==> config.mk <==
export PLATFORM = sky130hd
export DESIGN_NAME = ifetch_queue
export DESIGN_NICKNAME = d
export VERILOG_FILES = /design/src/rtl/ifetch_queue.sv
export SDC_FILE = /design/constraint.sdc
export NUM_CORES = 1
export LEC_CHECK = 0
export CELL_PAD_IN_SITES_DETAIL_PLACEMENT = 0
export CELL_PAD_IN_SITES_GLOBAL_PLACEMENT = 1
export CORE_MARGIN = 8
export CORE_UTILIZATION = 40
export CTS_CLUSTER_DIAMETER = 50
export CTS_CLUSTER_SIZE = 40
export DETAILED_ROUTE_END_ITERATION = 8
export PLACE_DENSITY = 0.85
export SLEW_MARGIN = 0
export SYNTH_ARGS = -nofsm -noshare
export SYNTH_HDL_FRONTEND = slang
export SYNTH_SLANG_ARGS = --single-unit
==> constraint.sdc <==
create_clock -name clk -period 3.25 [get_ports clk]
set_input_delay 0.65 -clock clk [delete_from_list [all_inputs] [get_ports clk]]
set_output_delay 0.65 -clock clk [all_outputs]
set_load 0.01 [all_outputs]
==> src/rtl/ifetch_queue.sv <==
// Instruction fetch queue: issues in-order fetch requests to instruction
// memory, buffers the returning words with their PCs, and hands them to the
// IF/ID register. A redirect flushes the queue and marks every request still
// in flight as stale so its response is thrown away when it arrives.
module ifetch_queue #(
   parameter int unsigned DEPTH    = 4,
   parameter logic [31:0] RESET_PC = 32'h0000_0000
) (
   input  logic        clk,
   input  logic        rst,
   output logic        imem_req_valid,
   output logic [31:0] imem_req_addr,
   input  logic        imem_req_ready,
   input  logic        imem_rsp_valid,
   input  logic [31:0] imem_rsp_data,
   input  logic        redirect,
   input  logic [31:0] redirect_pc,
   output logic        out_valid,
   output logic [31:0] out_pc,
   output logic [31:0] out_inst,
   input  logic        out_ready
);

   localparam int unsigned AW        = $clog2(DEPTH);
   localparam int unsigned CW        = $clog2(DEPTH + 1);
   localparam logic [31:0] NOP_INST  = 32'h0000_0013;
   localparam logic [CW:0] DEPTH_SUM = (CW + 1)'(DEPTH);

   // Queue storage; only ever read through the occupancy-gated outputs,
   // so it needs no reset.
   logic [31:0]   entry_pc   [DEPTH];
   logic [31:0]   entry_inst [DEPTH];
   logic [AW-1:0] wr_ptr;
   logic [AW-1:0] rd_ptr;
   logic [CW-1:0] count;

   // Request/response bookkeeping. outstanding includes stale requests,
   // drop_cnt is how many of the oldest in-flight responses are stale.
   logic [CW-1:0] outstanding;
   logic [CW-1:0] drop_cnt;
   logic [31:0]   fetch_pc;
   logic [31:0]   rsp_pc;

   logic [CW:0]   in_flight;
   logic          req_fire;
   logic          rsp_accept;
   logic          rsp_keep;
   logic          rsp_drop;
   logic          pop;
   logic [CW-1:0] req_inc;
   logic [CW-1:0] rsp_dec;
   logic [CW-1:0] keep_inc;
   logic [CW-1:0] pop_dec;
   logic [31:0]   redirect_target;

   // Handshake decode, flow control and head-of-queue outputs.
   always_comb begin
      in_flight       = {1'b0, count} + {1'b0, outstanding};
      imem_req_valid  = !rst && !redirect && (in_flight < DEPTH_SUM);
      imem_req_addr   = fetch_pc;
      req_fire        = imem_req_valid && imem_req_ready;

      // A response with nothing outstanding is a protocol violation; it is
      // ignored so the counters never underflow.
      rsp_accept      = imem_rsp_valid && (outstanding != '0);
      rsp_keep        = rsp_accept && !redirect && (drop_cnt == '0);
      rsp_drop        = rsp_accept && !redirect && (drop_cnt != '0);

      out_valid       = (count != '0) && !redirect;
      pop             = out_valid && out_ready;
      out_pc          = (count != '0) ? entry_pc[rd_ptr]   : 32'h0000_0000;
      out_inst        = (count != '0) ? entry_inst[rd_ptr] : NOP_INST;

      req_inc         = CW'(req_fire);
      rsp_dec         = CW'(rsp_accept);
      keep_inc        = CW'(rsp_keep);
      pop_dec         = CW'(pop);
      redirect_target = redirect_pc & 32'hFFFF_FFFC;
   end

   // Fetch address and expected response PC, both restarted by a redirect.
   always_ff @(posedge clk or posedge rst) begin
      if (rst) begin
         fetch_pc <= RESET_PC;
         rsp_pc   <= RESET_PC;
      end else if (redirect) begin
         fetch_pc <= redirect_target;
         rsp_pc   <= redirect_target;
      end else begin
         if (req_fire) begin
            fetch_pc <= fetch_pc + 32'd4;
         end
         if (rsp_keep) begin
            rsp_pc <= rsp_pc + 32'd4;
         end
      end
   end

   // In-flight counter and stale-response counter; on redirect everything
   // still in flight (minus this cycle's response) becomes stale.
   always_ff @(posedge clk or posedge rst) begin
      if (rst) begin
         outstanding <= '0;
         drop_cnt    <= '0;
      end else if (redirect) begin
         outstanding <= outstanding - rsp_dec;
         drop_cnt    <= outstanding - rsp_dec;
      end else begin
         outstanding <= outstanding + req_inc - rsp_dec;
         if (rsp_drop) begin
            drop_cnt <= drop_cnt - CW'(1);
         end
      end
   end

   // Queue pointers and occupancy; a redirect empties the queue outright.
   always_ff @(posedge clk or posedge rst) begin
      if (rst) begin
         wr_ptr <= '0;
         rd_ptr <= '0;
         count  <= '0;
      end else if (redirect) begin
         wr_ptr <= '0;
         rd_ptr <= '0;
         count  <= '0;
      end else begin
         if (rsp_keep) begin
            wr_ptr <= wr_ptr + AW'(1);
         end
         if (pop) begin
            rd_ptr <= rd_ptr + AW'(1);
         end
         count <= count + keep_inc - pop_dec;
      end
   end

   // Write kept responses at the tail; visible at the head one cycle later.
   always_ff @(posedge clk) begin
      if (rsp_keep) begin
         entry_pc[wr_ptr]   <= rsp_pc;
         entry_inst[wr_ptr] <= imem_rsp_data;
      end
   end

endmodule

==> flow_metrics.py, run 1 <==
metrics = {
    "die": {
        "dieArea_um2": 40300,
        "die_w_um": 201,
        "io_pins": 168,
        "rows": 67,
        "die_h_um": 201,
        "fp.coreArea_um2": 33500,
        "start_util_pct": 40.7,
    },
    "critical_path": {
        "crit_chain": "buf_4, mux4_2, and2_1, clkdlybuf4s50_1",
        "endpoint": "out_pc[4]",
        "crit_path_end_kind": "output port",
        "rrSetupSlack_ps": 130,
        "cp_slowest_stage_delay_ps": 550,
        "path_delay_family": "buffers and inverters",
        "crit_start": "rd_ptr[0]",
        "critPathKind": "flip-flop to output port",
        "ff2ff_path_depth": 11,
        "critPathLaunchType": "flip-flop",
        "worst-path-stages": 4,
        "slowest_stage": "mux4_2",
        "r2r_end": "outstanding[2]",
        "r2r-start": "count[2]",
        "cp.required_ps": 2600,
        "cp_num_buf_inv": 2,
        "cp.arrival_ps": 2510,
        "path_max_fanout": 13,
    },
    "min_path": {
        "hp-class": "primary input to asynchronous set/reset pin",
    },
    "routing": {
        "wl_per_cell_um": 20.0,
        "drtAntennaViolNets": 0,
        "wl_um": 30300,
        "viasPerCell": 5.26,
        "drc": 0,
        "vias": 7990,
        "drt-initial-drc-count": 496,
        "firstDrtPassIters": 7,
    },
    "synthesis": {
        "synth-seq-area-share_pct": 68.0,
        "synthArstFlopShare_pct": 22.7,
        "synth-compound-area-share_pct": 4.16,
        "synth_mux_area_share_pct": 10.5,
        "synth_ff_type": "edfxtp_1",
        "synthCells": 874,
        "yosys.area.top_type": "edfxtp_1",
        "synth_top_area_share_pct": 54.6,
        "ys_types": 51,
        "yosysWarnings": 0,
        "ys_ff_latch": 321,
        "syn_area_per_cell_um2": 15.6,
        "synth_top_family_by_area": "simple AND/OR/NAND/NOR gates",
        "synth_area_leaders": "edfxtp_1 55%, dfrtp_1 13%, mux4_2 10%, and2_1 3.3%, nand2_1 1.8%",
        "synth-edff-count": 248,
        "synthesis.area_um2": 13600,
        "synth-xor-area-share_pct": 2.50,
        "synth_fa_ha_area_share_pct": 1.76,
        "synthSimpleGateAreaFrac_pct": 10.8,
    },
    "cells_and_area": {
        "regArea_um2": 9280,
        "fin_util_pct": 50.8,
        "antenna_cells": 0,
        "multiInputGateArea_um2": 4080,
        "fin_nets": 1137,
        "drive_above_1_share_pct": 14.9,
        "syn2layout_area_growth_pct": 24.9,
        "fillers": 2833,
    },
    "pwr": {
        "powerDensity_nw_per_um2": 677,
        "vdd.ir_drop.worst_v": 0.000402,
        "leakagePower_nw": 6.18,
        "finalPower_mw": 11.5,
    },
    "clock_tree": {
        "cts_sinks": 321,
        "clkLatencyLatePin_ps": 550,
        "cts_buffer_depth": 3,
        "cts_buffers": 28,
        "cts_tree": "done",
        "path_clk_slew_ps": 80,
        "cts.root.buffer_cell": "clkbuf_16",
        "cts_max_level": 1,
    },
    "placed_design": {
        "place.gp.congestion": 0.836,
        "port_buffers": 161,
        "hpwl_um": 20000,
        "dpl_worst_slack_ps": -296,
    },
    "sta": {
        "rsz0062_at_grt": "yes",
        "period_needed_ps": 3160,
        "worst_slew_pin_slew_ps": 938,
        "max-slew-margin-rel_pct": 37.2,
        "setup_violations": 0,
        "fin_skew_ps": 12.4,
        "hold_viol_final": 0,
        "period_share_pct": 97.3,
        "worst_slack_ps": 87.0,
        "drv_slew": 0,
        "max_freq_ghz": 0.316,
    },
    "global_route": {
        "antenna_found_initial": 0,
        "grt_start_max_net_pins": 70,
        "overflow": 0,
        "grt_usage_pct": 14.9,
        "grt_pass1_wl_um": 48500,
        "grt_pass1_vias": 8359,
    },
    "run_status": {
        "status": "complete, no violations",
    },
    "job": {
        "cap_violations": 0,
    },
}
[routing by layer]
| metal | up-vias | global-route usage (%) | routed length [um] |
|---|---|---|---|
| li1 | 3695 | - | - |
| met1 | 4009 | 21.1 | 14200 |
| met2 | 259 | 23.8 | 13900 |
| met3 | 27 | 3.00 | 1830 |
| met4 | 0 | 2.68 | 395 |
| met5 | - | 0 | 0 |
[worst min-delay path by stage]
| stage | cells after the start | startpoint | end | slack (ps) |
|---|---|---|---|---|
| 2_1_floorplan | 0 | rsp_pc[31] | entry_pc[0][31] | 500 |
| 3_3_place_gp | 1 | imem_req_addr[12] | imem_req_addr[12] | 530 |
| 3_5_place_dp | 2 | drop_cnt[1] | drop_cnt[1] | 540 |
| 4_1_cts | 2 | rst | rd_ptr[0] | 320 |
| 5_1_grt | 2 | rst | rd_ptr[0] | 350 |
| 6_report | 2 | rst | count[1] | 340 |
[where the power goes]
group          leakage, nW  switching (mW)  internal [mW]
logic                 2.56            1.41           1.67
clock network        0.496            1.74           1.78
registers             3.12           0.259           4.67
[through the flow]
| stage | std cells | hold WS, ps | area, um^2 | TNS (ps) |
|---|---|---|---|---|
| after global placement | 1466 | 526 | 15900 | -270 |
| after CTS | 1518 | 318 | 17000 | 0 |
| final | 1519 | 339 | 17000 | 0 |
| after floorplan | 877 | 495 | 13700 | 0 |
| after detailed placement | 1466 | 538 | 15900 | -319 |
| after global routing | 1519 | 346 | 17000 | -22.9 |
[Yosys cell counts (2+ instances only)]
cell type  number
buf_6           3
mux4_2         62
nand2b_1        2
o211ai_1       15
xnor2_1        25
o21ai_0        45
or3_1           4
o211a_1         2
a21oi_1        12
fa_1            2
dfrtp_1        73
and3_1          6
nand3_1        25
and2_1         71
o311ai_1        9
and4_1          8
ha_1           16
nor2_1         28
xor2_1         14
clkbuf_1       30
or2_2           3
mux2i_1         3
edfxtp_1      248
buf_2           7
nor3_1         17
nand4_1        20
nand2_1        64
nor4_1          9
a31oi_1         5
buf_4           4
inv_1          22
[sequential cells by signal (all words and copies together) (netlist names)]
name / count
entry_pc: 120
outstanding: 3
drop_cnt: 3
rd_ptr: 2
entry_inst: 128
wr_ptr: 2
count: 3
imem_req_addr: 30
rsp_pc: 30
[cell type report]
cell class	instances	share of cell area, %
Clock buffer	29	4.26
Clock inverter	23	1.70
Inverter	24	0.529
Multi-Input combinational cell	487	23.9
Sequential cell	321	54.5
Tap cell	448	3.29
Timing Repair Buffer	187	11.8
[worst register-to-register path, cell delays in order (launching register included)]
cell     delay (ps)
dfrtp_1         420
ha_1            300
or4_4           530
nor4b_4         330
inv_2            60
ha_1            270
inv_1            30
ha_1            180
fa_1            380
xor2_1          170
o21ai_0         190
xor2_1          170
[timing repair]
item / CTS / global route
hold buffers: 0 / 0
resized for setup: 10 / 27
buffers inserted: 0 / 1
endpoints found under the setup margin: 37 / 45
[cell families (layout without fill, tap and decap cells)]
kind of cell / count (synthesis) / count (layout)
other cells: 1 / 4
buf+inv: 69 / 263
simple gates: 267 / 267
mux: 66 / 66
xor+xnor: 39 / 39
compound gates: 93 / 93
flops: 321 / 321
fa+ha+maj: 18 / 18
[cells in the final DEF (no fill, tap or decap), types with 16 or more instances in the layout]
| cell | n |
|---|---|
| mux4_2 | 62 |
| nand3_1 | 25 |
| o21ai_0 | 45 |
| ha_1 | 16 |
| dfrtp_1 | 70 |
| inv_1 | 21 |
| xnor2_1 | 25 |
| edfxtp_1 | 248 |
| nor3_1 | 17 |
| nor2_1 | 28 |
| nand2_1 | 64 |
| dlymetal6s2s_1 | 24 |
| nand4_1 | 20 |
| clkdlybuf4s50_1 | 131 |
| and2_1 | 67 |
| clkbuf_16 | 29 |
No activity file was read; power rests on OpenSTA's default activity.
==> run 2, diff against run 1 <==
- TNS_END_PERCENT: default -> 100
==> results of run 2 <==
No change in the layout: final DEF, timing and power equal those of run 1.
